===== src/rtl/arm_ctrl_pkg.sv =====
// rtl/arm_ctrl_pkg.sv - shared encodings and data-processing decode for the multi-cycle ARM control unit
package arm_ctrl_pkg;

   localparam int ST_W = 4;

   // Control FSM states; encodings are visible on the State debug port
   typedef enum logic [ST_W-1:0] {
      S_FETCH  = 4'd0,
      S_DECODE = 4'd1,
      S_MEMADR = 4'd2,
      S_MEMRD  = 4'd3,
      S_MEMWB  = 4'd4,
      S_MEMWR  = 4'd5,
      S_EXECR  = 4'd6,
      S_EXECI  = 4'd7,
      S_ALUWB  = 4'd8,
      S_BRANCH = 4'd9
   } state_t;

   // ALU operation select
   localparam logic [1:0] ALU_ADD = 2'b00;
   localparam logic [1:0] ALU_SUB = 2'b01;
   localparam logic [1:0] ALU_AND = 2'b10;
   localparam logic [1:0] ALU_ORR = 2'b11;

   // Result mux select
   localparam logic [1:0] RES_ALUOUT = 2'b00;
   localparam logic [1:0] RES_DATA   = 2'b01;
   localparam logic [1:0] RES_ALURES = 2'b10;

   // ALU B-operand select
   localparam logic [1:0] SRCB_RM   = 2'b00;
   localparam logic [1:0] SRCB_IMM  = 2'b01;
   localparam logic [1:0] SRCB_FOUR = 2'b10;

   // Instruction class (Op field)
   localparam logic [1:0] OP_DP  = 2'b00;
   localparam logic [1:0] OP_MEM = 2'b01;
   localparam logic [1:0] OP_BR  = 2'b10;

   // Data-processing cmd field values
   localparam logic [3:0] CMD_AND = 4'b0000;
   localparam logic [3:0] CMD_SUB = 4'b0010;
   localparam logic [3:0] CMD_ADD = 4'b0100;
   localparam logic [3:0] CMD_CMP = 4'b1010;
   localparam logic [3:0] CMD_ORR = 4'b1100;

   typedef struct packed {
      logic [1:0] alu_ctrl;
      logic [1:0] flag_w;
      logic       no_write;
   } dp_dec_t;

   // Unknown cmd values fall back to ADD so the datapath always does something defined
   function automatic dp_dec_t dp_decode(input logic [3:0] cmd, input logic s);
      dp_dec_t d;
      d.no_write = (cmd == CMD_CMP);
      case (cmd)
         CMD_SUB, CMD_CMP: d.alu_ctrl = ALU_SUB;
         CMD_AND:          d.alu_ctrl = ALU_AND;
         CMD_ORR:          d.alu_ctrl = ALU_ORR;
         default:          d.alu_ctrl = ALU_ADD;
      endcase
      if (!s) begin
         d.flag_w = 2'b00;
      end else if (d.alu_ctrl == ALU_AND || d.alu_ctrl == ALU_ORR) begin
         d.flag_w = 2'b10;
      end else begin
         d.flag_w = 2'b11;
      end
      return d;
   endfunction

endpackage


===== src/rtl/cond_check.sv =====
// rtl/cond_check.sv - ARM condition-field evaluation against the NZCV flags
module cond_check (
   input  logic [3:0] cond_i,
   input  logic [3:0] nzcv_i,
   output logic       cond_ex_o
);

   logic n, z, c, v, ge;

   assign {n, z, c, v} = nzcv_i;
   assign ge = (n == v);

   // Condition table; 1111 is treated as never
   always_comb begin
      cond_ex_o = 1'b0;
      case (cond_i)
         4'b0000: cond_ex_o = z;
         4'b0001: cond_ex_o = ~z;
         4'b0010: cond_ex_o = c;
         4'b0011: cond_ex_o = ~c;
         4'b0100: cond_ex_o = n;
         4'b0101: cond_ex_o = ~n;
         4'b0110: cond_ex_o = v;
         4'b0111: cond_ex_o = ~v;
         4'b1000: cond_ex_o = c & ~z;
         4'b1001: cond_ex_o = ~c | z;
         4'b1010: cond_ex_o = ge;
         4'b1011: cond_ex_o = ~ge;
         4'b1100: cond_ex_o = ~z & ge;
         4'b1101: cond_ex_o = z | ~ge;
         4'b1110: cond_ex_o = 1'b1;
         default: cond_ex_o = 1'b0;
      endcase
   end

endmodule


===== src/rtl/multicycle_control_unit.sv =====
// rtl/multicycle_control_unit.sv - sequencing FSM, decode and flag register for the multi-cycle ARM core
module multicycle_control_unit
   import arm_ctrl_pkg::*;
#(
   parameter int STATE_W = 4
) (
   input  logic               clk,
   input  logic               Reset,
   input  logic [19:0]        Instr,
   input  logic [3:0]         ALUFlags,
   output logic               PCWrite,
   output logic               AdrSrc,
   output logic               MemWrite,
   output logic               IRWrite,
   output logic               RegWrite,
   output logic [1:0]         ResultSrc,
   output logic               ALUSrcA,
   output logic [1:0]         ALUSrcB,
   output logic [1:0]         ALUCtrl,
   output logic [1:0]         ImmSrc,
   output logic [1:0]         RegSrc,
   output logic [STATE_W-1:0] State
);

   state_t     state_q, state_d;
   logic [3:0] nzcv_q, nzcv_d;
   logic       condex_q, condex_d;

   logic [3:0] cond;
   logic [1:0] op;
   logic [5:0] funct;
   logic [3:0] rd;
   logic       i_bit, u_bit, l_bit, rd_pc;
   logic       cond_ex;
   logic       unused_rn;
   dp_dec_t    dec;

   assign cond      = Instr[19:16];
   assign op        = Instr[15:14];
   assign funct     = Instr[13:8];
   assign rd        = Instr[3:0];
   assign unused_rn = ^Instr[7:4];

   assign i_bit = funct[5];
   assign u_bit = funct[3];
   assign l_bit = funct[0];
   assign rd_pc = (rd == 4'hF);
   assign dec   = dp_decode(funct[4:1], funct[0]);

   assign ImmSrc = op;
   assign RegSrc = {op == OP_MEM, op == OP_BR};
   assign State  = STATE_W'(state_q);

   cond_check u_cond_check (
      .cond_i    (cond),
      .nzcv_i    (nzcv_q),
      .cond_ex_o (cond_ex)
   );

   // State, flags and latched condition; reset returns to FETCH with flags cleared
   always_ff @(posedge clk) begin
      if (!Reset) begin
         state_q  <= S_FETCH;
         nzcv_q   <= 4'b0000;
         condex_q <= 1'b0;
      end else begin
         state_q  <= state_d;
         nzcv_q   <= nzcv_d;
         condex_q <= condex_d;
      end
   end

   // Condition is frozen in DECODE so flag updates in EXECUTE cannot re-gate the same instruction
   always_comb begin
      nzcv_d   = nzcv_q;
      condex_d = condex_q;
      if (state_q == S_DECODE) begin
         condex_d = cond_ex;
      end
      if ((state_q == S_EXECR || state_q == S_EXECI) && condex_q) begin
         if (dec.flag_w[1]) nzcv_d[3:2] = ALUFlags[3:2];
         if (dec.flag_w[0]) nzcv_d[1:0] = ALUFlags[1:0];
      end
   end

   // Next-state and Moore datapath controls; strobes are forced low while Reset is held
   always_comb begin
      state_d   = S_FETCH;
      PCWrite   = 1'b0;
      AdrSrc    = 1'b0;
      MemWrite  = 1'b0;
      IRWrite   = 1'b0;
      RegWrite  = 1'b0;
      ResultSrc = RES_ALUOUT;
      ALUSrcA   = 1'b0;
      ALUSrcB   = SRCB_RM;
      ALUCtrl   = ALU_ADD;
      case (state_q)
         S_FETCH: begin
            AdrSrc    = 1'b0;
            IRWrite   = 1'b1;
            ALUSrcA   = 1'b1;
            ALUSrcB   = SRCB_FOUR;
            ALUCtrl   = ALU_ADD;
            ResultSrc = RES_ALURES;
            PCWrite   = 1'b1;
            state_d   = S_DECODE;
         end
         S_DECODE: begin
            ALUSrcA = 1'b1;
            ALUSrcB = SRCB_FOUR;
            ALUCtrl = ALU_ADD;
            case (op)
               OP_DP:   state_d = i_bit ? S_EXECI : S_EXECR;
               OP_MEM:  state_d = S_MEMADR;
               OP_BR:   state_d = S_BRANCH;
               default: state_d = S_FETCH;
            endcase
         end
         S_EXECR: begin
            ALUSrcA = 1'b0;
            ALUSrcB = SRCB_RM;
            ALUCtrl = dec.alu_ctrl;
            state_d = S_ALUWB;
         end
         S_EXECI: begin
            ALUSrcA = 1'b0;
            ALUSrcB = SRCB_IMM;
            ALUCtrl = dec.alu_ctrl;
            state_d = S_ALUWB;
         end
         S_ALUWB: begin
            ResultSrc = RES_ALUOUT;
            RegWrite  = condex_q & ~dec.no_write;
            PCWrite   = condex_q & ~dec.no_write & rd_pc;
            state_d   = S_FETCH;
         end
         S_MEMADR: begin
            ALUSrcA = 1'b0;
            ALUSrcB = SRCB_IMM;
            ALUCtrl = u_bit ? ALU_ADD : ALU_SUB;
            state_d = l_bit ? S_MEMRD : S_MEMWR;
         end
         S_MEMRD: begin
            AdrSrc    = 1'b1;
            ResultSrc = RES_ALUOUT;
            state_d   = S_MEMWB;
         end
         S_MEMWB: begin
            ResultSrc = RES_DATA;
            RegWrite  = condex_q;
            PCWrite   = condex_q & rd_pc;
            state_d   = S_FETCH;
         end
         S_MEMWR: begin
            AdrSrc   = 1'b1;
            MemWrite = condex_q;
            state_d  = S_FETCH;
         end
         S_BRANCH: begin
            ALUSrcA   = 1'b0;
            ALUSrcB   = SRCB_IMM;
            ALUCtrl   = ALU_ADD;
            ResultSrc = RES_ALURES;
            PCWrite   = condex_q;
            state_d   = S_FETCH;
         end
         default: begin
            state_d = S_FETCH;
         end
      endcase
      if (!Reset) begin
         PCWrite  = 1'b0;
         MemWrite = 1'b0;
         IRWrite  = 1'b0;
         RegWrite = 1'b0;
      end
   end

endmodule


===== config.mk =====
export PLATFORM = sky130hd
export DESIGN_NAME = multicycle_control_unit
export DESIGN_NICKNAME = d
export VERILOG_FILES = /design/src/rtl/arm_ctrl_pkg.sv /design/src/rtl/cond_check.sv /design/src/rtl/multicycle_control_unit.sv
export SDC_FILE = /design/constraint.sdc
export NUM_CORES = 1
export LEC_CHECK = 0
export ABC_AREA = 1
export BUFFER_PORTS_ARGS = -buffer_cell sky130_fd_sc_hd__buf_4
export CORE_MARGIN = 2
export CORE_UTILIZATION = 39
export CTS_CLUSTER_SIZE = 40
export DETAILED_ROUTE_END_ITERATION = 10
export PLACE_DENSITY = 0.75
export SLEW_MARGIN = 10
export SYNTH_ARGS = -nofsm -noshare
export SYNTH_HDL_FRONTEND = slang
export SYNTH_SLANG_ARGS = --single-unit

===== constraint.sdc =====
create_clock -name clk -period 1 [get_ports clk]
set_input_delay 0.15 -clock clk [delete_from_list [all_inputs] [get_ports clk]]
set_output_delay 0.15 -clock clk [all_outputs]
set_load 0.005 [all_outputs]

### Word-level counts from Yosys, hierarchy flattened

Cells that the tools add are included.

| storage, ports and cells | value |
|---|---|
| bits of input ports | 26 |
| output and inout bits | 20 |
| word-level logic and storage cells | 86 |
| register bits | 9 |

| cells by class | value |
|---|---|
| equal/unequal tests | 32 |
| bitwise operators | 13 |
| multiplexer cells | 22 |
| reductions and logical operators | 15 |

Operator list:

| operator | count |
|---|---|
| 4-bit equality test (second input constant) | 12 |
| 4-bit by 3-bit equality test with 1-bit output (second input constant) | 8 |
| 4-bit by 2-bit equality test with 1-bit output (second input constant) | 5 |
| 4-bit one-hot mux with 5 select lines | 1 |
| 1-bit one-hot mux with 15 select lines | 1 |
| 4-bit logical NOT | 3 |
| 2-bit one-hot mux with 2 select lines | 3 |
| 4-bit one-hot mux with 3 select lines | 1 |
| 1-bit 2-to-1 mux | 11 |
| 2-bit OR reduction | 5 |
| 4-bit by 1-bit equality test with 1-bit output (second input constant) | 2 |
| 2-bit equality test (second input constant) | 3 |
| 1-bit inverter | 6 |
| 2-bit one-hot mux with 3 select lines | 1 |
| 1-bit bitwise AND | 5 |
| 1-bit one-hot mux with 4 select lines | 1 |
| 2-bit AND reduction | 2 |
| 3-bit 2-to-1 mux | 1 |
| 3-bit OR reduction | 1 |
| 2-bit by 1-bit equality test with 1-bit output (second input constant) | 1 |
| 2-bit logical NOT | 1 |
| 1-bit logical OR | 2 |
| 2-bit 2-to-1 mux | 1 |
| 1-bit OR | 2 |
| other kinds (3) | 3 |

### Logic depth before layout (Yosys ltp)

Gate-level depths: netlist of the first run.

| logic depth | value |
|---|---|
| word-level depth | 8 |
| gate-level depth with buffers | 11 |

### Hierarchy

From an unflattened synthesis of the first run, not the netlist that was laid out.

| unflattened totals | value |
|---|---|
| cell total of the unflattened synthesis | 164 |
| area total of the unflattened synthesis | 859.6 µm² |

By module, submodules not included:

| module | instances | area an instance (µm²) | cells each |
|---|---|---|---|
| multicycle_control_unit | 1 | 630.6 | 109 |
| cond_check | 1 | 229.0 | 55 |

### Least setup slack after synthesis of the first run

OpenSTA, ideal clock, no wires.

| timing path | value |
|---|---|
| path kind | register to output |
| start | register state_q[1], in the netlist State[1] |
| end | output port PCWrite |
| data arrival time | 0.972 ns |
| data required time | 0.850 ns |
| path slack | -0.122 ns |
| stages on the path, launching flop included | 6 |
| buffers on the path | 0 |
| cells stage by stage | dfxtp_1 > nor2_2 > nand2_1 > nor2_1 > inv_1 > a21oi_1 |

| between the ends | value |
|---|---|
| word-level cells in the longest chain between the ends | 3 |
| elaborated cells between the ends (all ways) | 6 |
| classes of those cells | eq/ne (3); mux (2); reduce/logical (1) |

RTL lines:

| element | RTL line | text |
|---|---|---|
| start: declaration | multicycle_control_unit.sv:25 | `state_t state_q, state_d;` |
| start signal: assignment | multicycle_control_unit.sv:67 | `state_q <= state_d;` |
| 4-bit equality test, or another cell as far along | multicycle_control_unit.sv:98 | `case (state_q)` |
| 1-bit one-hot mux with 4 select lines * | multicycle_control_unit.sv:98 |  |
| 1-bit 2-to-1 mux * | multicycle_control_unit.sv:172 | `if (!Reset) begin` |
| end: declaration | multicycle_control_unit.sv:11 | `output logic PCWrite,` |

Every way passes the cells marked *; elsewhere a longest branch is shown, timed or not.

### Final worst setup path of the first run

Ends and elaborated chain as after synthesis.

==> key figures, run 1 <==
Layout
  • Multi-input logic area: approximately 630 um^2
  • Non-filler instance count after layout: around 250
  • Area delta synth->final: 99.8%
  • Sequential cell area: about 200 um^2
  • Fillers: 130
  • Fin area: about 1600 um^2
  • Post-layout net count: approximately 250
  • Ant. Diodes: 0
  • Share of cells above drive strength 1: between 50% and 60%

Power and ir drop
  • Net Sw Frac: 36.5%
  • Leakage power figure: 0.866 nW
  • Pwr Density: 923 nW/um^2
  • Peak supply drop: between 0.0009 and 0.001 V
  • Clock network power share: roughly a fifth
  • Sequential fraction of design power: between 20% and 30%
  • Tot Pwr: approximately 1.5 mW
  • P_sw: 0.545 mW
  • Int Pwr: 0.948 mW
  • Gate power share: between 50% and 60%

Drt
  • Drt first-iter violations: a little over 60
  • Drt first pass iters: 4
  • Post-Route WL: 3.70 mm
  • ANT nets after route: 0
  • DRC viols: 0
  • Mean number of vias per cell: 5.16
  • Routed WL per cell: around 15 um
  • Routed via count: roughly 1300

STA
  • RSZ-0062 raised after global routing: true
  • Tcrit/Tclk final: 156%
  • Endpoints failing hold: 0
  • Skew final: roughly 0.007 ns
  • Final setup vio count: 24
  • Final worst setup slack: -0.563 ns
  • Slew Viols, Final: 0
  • Setup_tns: -7.52 ns
  • Final worst hold slack: about 0.15 ns
  • Max-slew headroom: 73.3%
  • Peak Freq: between 600 and 700 MHz
  • Final Critical Period: around 1.6 ns
  • Slew at the pin closest to its max-slew limit: roughly 0.4 ns

Floorplan
  • # rows: 16
  • Die width: between 40 and 50 um
  • Die area: roughly 2500 um^2
  • Die Ht: approximately 50 um
  • I/O Pins: 46
  • Starting Density: 41.3%
  • Core area: between 1500 and 2000 um^2

Run status
  • Outcome: complete, but fails checks
  • Violated checks: setup timing

Clocking
  • CTS tree: built
  • CTS Buf Count: 3
  • Worst-path clk slew: 0.07 ns
  • CTS Buffer Depth: 2
  • CTS H-Tree Depth: 1
  • Hold_buf cts: 0
  • Clk_lat worst skew: 0.27 ns
  • Clk sink count: 9
  • Root Driver: clkbuf_4

Setup path
  • CP arrival: between 1 and 1.5 ns
  • Crit Path Max Fanout: 4
  • Startpoint class of the critical path: flip-flop
  • Slowest Stage Delay on Critical Path: around 0.37 ns
  • Worst reg2reg path depth: 8
  • Critical path required time: ~0.85 ns
  • Slowest-stage cell, CP: dfxtp_4
  • Crit. End Element: output pin
  • Critical-path cell list: nor2_4 -> nand2_1 -> nor2_2 -> inv_1 -> a21oi_1 -> buf_4
  • Crit Path Category: reg2out

Logic synthesis
  • Syn Area/Cell: 5.51 um^2
  • Post-synthesis cell count: approximately 150
  • Ys Warns: 0
  • Yosys reg bits: 9
  • Synthesized area: between 800 and 900 um^2
  • Net count after synthesis: between 150 and 200
  • Synth cell types: 21
  • Post-synthesis sequential area ratio: between 20% and 30%

Global route
  • Number of global-route vias before repair: 1260
  • First-pass GRT wire length: just over 5 mm
  • GRT Util Overall: 26.3%
  • Remaining Overflow, GRT: 0
  • Largest net degree at the start of global routing: 7
  • Initial antenna violation count: 0

Worst hold path
  • Hold path cells: 3
  • Hold WC Path Type: in2reg

Place
  • GPL Wtd Cong: 0.844
  • Placed Area: about 1300 um^2
  • Dpl hpwl: 2.07 mm
  • Post-placement cell count: between 200 and 250
  • Port bufs: between 40 and 50

Job
  • Max Cap Viol: 0
## critical path: cells and delay by family, from the launching register on
family,cells,cell delay [ns]
flip-flops,1,0.37
AO/OA/AOI/OAI,1,0.14
buffers and inverters,2,0.19
AND/OR/NAND/NOR,3,0.44
## synthesized netlist by cell type
master / number / share of area [%]
a211oi_1: 1 / 0.93
a21oi_1: 11 / 6.8
a31oi_1: 1 / 0.77
and3_1: 1 / 0.77
buf_4: 2 / 1.9
dfxtp_1: 9 / 22
inv_1: 21 / 9.7
inv_2: 5 / 2.3
nand2_1: 42 / 19
nand2_2: 5 / 3.9
nand3_1: 12 / 7.4
nand4_1: 1 / 0.77
nor2_1: 18 / 8.3
nor2_2: 3 / 2.3
nor2_4: 3 / 4.2
nor3_1: 1 / 0.62
o211ai_1: 1 / 0.93
o21ai_0: 2 / 1.2
o21ai_1: 6 / 3.7
o21bai_1: 1 / 0.93
or2_0: 1 / 0.77
## per-layer routing
metal / GRT usage (%) / wire length (um)
met1: 26.9 / 1310
met4: 14.8 / 210
met2: 50.0 / 1890
met5: 0 / 0
met3: 3.64 / 287
## power by group through the flow
stage | registers, mW | logic, mW | clock network [mW]
after detailed placement | 0.422 | 0.568 | 0
after global placement | 0.419 | 0.556 | 0
after CTS | 0.409 | 0.662 | 0.295
after floorplan | 0.423 | 0.238 | 0
final | 0.409 | 0.793 | 0.291
after global routing | 0.411 | 0.849 | 0.312
## layout by cell type (no fill, tap or decap), types with 4 or more instances in the layout
master / instances
buf_4: 62
nand2_1: 35
inv_1: 18
buf_6: 14
nor2_1: 12
nand3_1: 9
nor2_4: 8
nand2_2: 8
a21oi_1: 8
inv_2: 6
dfxtp_4: 5
nand2_4: 4
nor2_2: 4
o21ai_1: 4
## stage by stage
| stage | setup slack [ns] | utilization [%] |
|---|---|---|
| final | -0.563 | 82.5 |
| after global routing | -0.611 | 82.5 |
| after CTS | -0.477 | 76.9 |
| after detailed placement | -0.188 | 68.0 |
| after global placement | -0.148 | 68.0 |
| after floorplan | -0.0383 | - |
## layout make-up
class,instances,share of cell area [%]
timing repair buffer,76,38.5
inverter,26,6.34
multi-input combinational,110,39.1
clock buffer,4,1.62
sequential,9,12.4
tap,27,2.09
## state kept, by name (all words and copies together) (netlist names)
| signal | cells |
|---|---|
| State | 4 |
| condex_q | 1 |
| nzcv_q | 4 |
## path summary, 6_finish.rpt
kind	from	end	slack (ns)
hold / removal	ALUFlags[2]	nzcv_q[2]	0.15
setup / recovery	State[1]	PCWrite	-0.56
hold reg to reg	condex_q	condex_q	0.50
setup reg to reg	State[2]	nzcv_q[0]	-0.29
## repair_timing
action | 4_1_cts | 5_1_grt
setup endpoints to repair | 23 | 24
resized for setup | 25 | 25
pin swaps | 10 | 9
buffers inserted | 10 | 6
## logic make-up after synthesis
family,Yosys count,share of synthesized area (%)
flip-flops,9,22.3
AND/OR/NAND/NOR,87,48.5
buffers and inverters,28,13.9
AO/OA/AOI/OAI,23,15.3
No activity file was read; power rests on OpenSTA's default activity.
==> run 2: changes to the inputs <==
Settings changed: CORE_UTILIZATION 39 to 41, CTS_BUF_LIST from default to sky130_fd_sc_hd__clkbuf_2, CTS_CLUSTER_SIZE 40 to 24, PLACE_DENSITY 0.75 to 0.78, SKIP_CTS_REPAIR_TIMING from default to 1.
==> run 2 against run 1 <==
The run still ends with setup timing left. Register-to-register slack about the same. Cell area is 7.9% lower. Hold slack worse by 0.0057 ns. Combinational power decreased by 10%. Die area fell by 4.5%. Largest cell class unchanged.
==> key figures, run 2 (synthesis results as in run 1) <==
Power and ir drop
  • Tot Pwr: between 1 and 1.5 mW
  • Peak supply drop: ~0.00075 V
  • Leakage power figure: slightly below 0.8 nW
  • Pwr Density: ~920 nW/um^2

STA
  • Final worst setup slack: -0.507 ns
  • Final setup vio count: 23
  • Final Critical Period: around 1.5 ns
  • Endpoints failing hold: 0
  • Tcrit/Tclk final: 151%
  • Slew Viols, Final: 0
  • Max-slew headroom: between 80 and 90%
  • Peak Freq: about 660 MHz
  • Slew at the pin closest to its max-slew limit: 0.194 ns
  • RSZ-0062 raised after global routing: true
  • Skew final: between 0.003 and 0.004 ns

Setup path
  • Crit Path Max Fanout: 5
  • Critical path required time: ~0.85 ns
  • Crit Path Category: reg2out
  • CP arrival: ~1.4 ns
  • Startpoint class of the critical path: flip-flop
  • Crit. End Element: output pin

Clocking
  • Clk sink count: 9
  • CTS Buffer Depth: 2
  • CTS Buf Count: 3
  • Clk_lat worst skew: 0.26 ns
  • CTS tree: built
  • CTS H-Tree Depth: 1
  • Root Driver: clkbuf_2
  • Worst-path clk slew: around 0.09 ns

Place
  • Dpl hpwl: 2.07 mm
  • Post-placement cell count: 230
  • GPL Wtd Cong: between 0.8 and 0.9
  • Port bufs: 41
  • Placed Area: roughly 1300 um^2

Floorplan
  • # rows: 16
  • Die width: 48.4 um
  • Die Ht: just under 50 um
  • Die area: 2350 um^2
  • Core area: roughly 1900 um^2
  • I/O Pins: 46
  • Starting Density: between 40% and 50%

Global route
  • Largest net degree at the start of global routing: 9
  • Remaining Overflow, GRT: 0
  • First-pass GRT wire length: between 4 and 5 mm
  • Initial antenna violation count: 0
  • GRT Util Overall: between 20 and 25%
  • Number of global-route vias before repair: around 1100

Layout
  • Commonest non-fill, non-tap cell in the layout: buf_4
  • Area delta synth->final: 84.1%
  • Non-filler instance count after layout: ~240
  • Fin area: about 1500 um^2
  • Share of cells above drive strength 1: 54.7%
  • Commonest non-fill, non-tap cells in the layout: 55 x buf_4, 31 x nand2_1, 18 x inv_1
  • Ant. Diodes: 0
  • Post-layout net count: about 240

Drt
  • Routed via count: between 1000 and 1500
  • Mean number of vias per cell: between 4 and 5
  • Drt first pass iters: 4
  • Routed WL per cell: 11.4 um
  • ANT nets after route: 0
  • DRC viols: 0
  • Drt first-iter violations: 26
  • Post-Route WL: approximately 2.7 mm

Run status
  • Violated checks: setup timing
  • Outcome: complete, but fails checks

Job
  • Max Cap Viol: 0

Worst hold path
  • Hold WC Path Type: in2reg
-- run 2: layer usage --
metal  global-route usage, %  share of wire, %  vias to the layer above
met1                    23.6                37                      537
li1                        -                 -                      590
met5                       0                 0                        -
met4                    9.05               2.1                        0
met2                    43.1                57                       34
met3                    6.48               3.8                        9
-- run 2: area by class of cell --
type                    count  area [um^2]
repair buffers             63          503
flip-flops and latches      9          200
fillers                   134          412
clock buffers               4         20.0
multi-input cells         110          628
well taps                  27         33.8
inverters                  26          105
-- run 2: critical path, stage by stage, from the launching register on --
cell and delay (ns):
dfxtp_4 0.38, nor2_4 0.14, and3_4 0.20, nand2_4 0.05, nand2_2 0.06, a21oi_2 0.05, a21oi_2 0.10, buf_4 0.11
-- run 2: worst paths after layout --
path | from | slack (ns) | cells after the start | endpoint
worst min-delay path | ALUFlags[2] | 0.15 | 3 | nzcv_q[2]
worst max-delay path | State[1] | -0.51 | 7 | PCWrite
worst max register to register | State[2] | -0.28 | 8 | State[2]
worst min register to register | condex_q | 0.49 | 2 | condex_q
-- run 2: power by group --
part | switching [mW] | total [mW] | internal (mW)
sequential | 0.0339 | 0.410 | 0.376
clock | 0.140 | 0.246 | 0.106
combinational | 0.326 | 0.714 | 0.388
total | 0.500 | 1.37 | 0.870
-- run 2: per-stage QoR --
stage | worst slack [ns] | setup TNS, ns | util (%) | hold WS, ns
final | -0.507 | -6.34 | 78.4 | 0.148
after global routing | -0.614 | -8.33 | 78.4 | 0.145
after CTS | -0.485 | -5.57 | 69.2 | 0.133
after global placement | -0.172 | -1.17 | 68.2 | 0.408
after detailed placement | -0.173 | -1.64 | 68.2 | 0.420
after floorplan | -0.0383 | -0.127 | - | 0.255
==> run 3: changes to the inputs <==
==> constraint.sdc (replaced) <==
create_clock -name clk -period 1 [get_ports clk]
set_input_delay 0.1 -clock clk [delete_from_list [all_inputs] [get_ports clk]]
set_output_delay 0.1 -clock clk [all_outputs]
set_load 0.005 [all_outputs]
==> run 3 against run 2 <==
The flow still finishes with violations (setup timing). Cell area fell by 2.0%. Power fell by 3.5%. Combinational power fell by 7.1%. Global-route usage rose by 0.26 points. Routed wire length rose by 16%. Hold slack got worse by 0.076 ns. Via count rose by 3.4%. Utilization fell by 1.6 points. Sequential share of layout area rose by 0.19 points. Critical path type unchanged.
==> key figures, run 3 (synthesis results as in run 1) <==
STA
  • Tcrit/Tclk final: 147%
  • Endpoints failing hold: 0
  • Final Critical Period: 1.47 ns
  • Setup_tns: -5.79 ns
  • Slew at the pin closest to its max-slew limit: approximately 0.23 ns
  • Peak Freq: a little under 700 MHz
  • Final worst setup slack: -0.470 ns
  • Slew Viols, Final: 0
  • Skew final: between 0.02 and 0.025 ns
  • Max-slew headroom: a little over four fifths
  • Final setup vio count: 22
  • RSZ-0062 raised after global routing: true

Worst hold path
  • Hold path cells: 3
  • Worst Hold End: nzcv_q[3]
  • Hold path start: ALUFlags[3]
  • Hold WC Path Type: in2reg

Layout
  • Post-layout net count: between 200 and 250
  • Multi-input logic area: 597 um^2
  • Commonest non-fill, non-tap cell in the layout: buf_4
  • Fillers: ~150
  • Area delta synth->final: 80.4%
  • Commonest non-fill, non-tap cells in the layout: 65 x buf_4, 33 x nand2_1, 18 x inv_1
  • Share of cells above drive strength 1: between 50% and 60%
  • Ant. Diodes: 0
  • Fin util: 76.8%
  • Sequential cell area: 199 um^2

Clocking
  • Worst-path clk slew: between 0.1 and 0.15 ns
  • CTS Buffer Depth: 2
  • Clk sink count: 9
  • Root Driver: clkbuf_2
  • CTS H-Tree Depth: 1
  • CTS Buf Count: 3
  • CTS tree: built
  • Clk_lat worst skew: roughly 0.28 ns

Setup path
  • Crit Path Max Fanout: 4
  • Critical-path cell list: nor2_4 -> and3_4 -> nand2_2 -> nand2_2 -> a21oi_2 -> a21oi_2 -> buf_4
  • Slowest Stage Delay on Critical Path: ~0.38 ns
  • Worst reg2reg path depth: 8
  • Crit. End Element: output pin
  • Startpoint class of the critical path: flip-flop
  • Critical path required time: around 0.90 ns
  • CP arrival: around 1.4 ns
  • Reg2reg start: State[3]
  • Crit Path Category: reg2out
  • Internal reg-to-reg setup slack: -0.29 ns
  • R2r endpoint: State[2]
  • Slowest-stage cell, CP: dfxtp_4

Global route
  • Number of global-route vias before repair: 1072
  • GRT Util Overall: a little under a quarter
  • Initial antenna violation count: 0
  • Largest net degree at the start of global routing: 8
  • Remaining Overflow, GRT: 0
  • First-pass GRT wire length: ~4.3 mm

Drt
  • ANT nets after route: 0
  • Routed WL per cell: about 13 um
  • Drt first-iter violations: 31
  • Post-Route WL: ~3.2 mm
  • Drt first pass iters: 4
  • DRC viols: 0
  • Mean number of vias per cell: ~5
  • Routed via count: 1210

Power and ir drop
  • Leakage power figure: roughly 0.78 nW
  • Pwr Density: 906 nW/um^2
  • Peak supply drop: 0.000944 V

Run status
  • Violated checks: setup timing
  • Outcome: complete, but fails checks

Floorplan
  • Core area: 1900 um^2
  • Starting Density: between 40% and 50%
  • Die area: approximately 2300 um^2
  • I/O Pins: between 40 and 50
  • Die width: 48.4 um
  • Die Ht: roughly 48 um
  • # rows: 16

Place
  • GPL Wtd Cong: roughly 0.9
  • Port bufs: just over 40
  • Dpl hpwl: approximately 2.1 mm

Job
  • Max Cap Viol: 0
## run 3: metal layers
| layer | part of all wire (%) | track usage [%] | routed length [um] | vias to the layer above |
|---|---|---|---|---|
| li1 | - | - | - | 597 |
| met1 | 39 | 27.7 | 1250 | 541 |
| met5 | 0 | 0 | 0 | - |
| met4 | 2.6 | 7.14 | 83 | 0 |
| met3 | 6.8 | 4.32 | 215 | 11 |
| met2 | 51 | 41.7 | 1620 | 61 |
## run 3: critical path, delay by kind of cell (launching register included)
kind,cells,cell delay [ns]
AND/OR/NAND/NOR,4,0.44
AO/OA/AOI/OAI,2,0.16
buffers and inverters,1,0.12
flip-flops,1,0.38
## run 3: where the power goes
group	switching, mW	leakage, nW	internal (mW)
clock network	0.155	0.0164	0.0904
registers	0.0356	0.0775	0.379
logic	0.318	0.690	0.345
total	0.508	0.783	0.814
## run 3: cell type report
cell class	count	share of cell area, %
Multi-Input combinational cell	110	40.9
Tap cell	27	2.31
Timing Repair Buffer	67	35.0
Clock buffer	3	1.03
Sequential cell	9	13.6
Clock inverter	1	0.343
Inverter	26	6.86
## run 3: worst max path at each step
stage,depth (start not counted),endpoint,start
3_3_place_gp,11,condex_q,nzcv_q[3]
5_1_grt,6,PCWrite,State[3]
4_1_cts,6,PCWrite,State[3]
3_5_place_dp,6,PCWrite,State[3]
2_1_floorplan,7,nzcv_q[1],State[2]
6_report,7,PCWrite,State[0]
## run 3: through the flow
step           cell area, um^2  cells  setup slack, ns  hold slack (ns)  total power [mW]
6_report                  1460    243           -0.470           0.0717              1.32
5_1_grt                   1460    243           -0.509            0.128              1.38
4_1_cts                   1340    240           -0.492           0.0893              1.22
3_5_place_dp              1320    236           -0.169            0.381             0.987
3_3_place_gp              1320    236           -0.133            0.364             0.965
2_1_floorplan              817    147          -0.0311            0.205             0.643
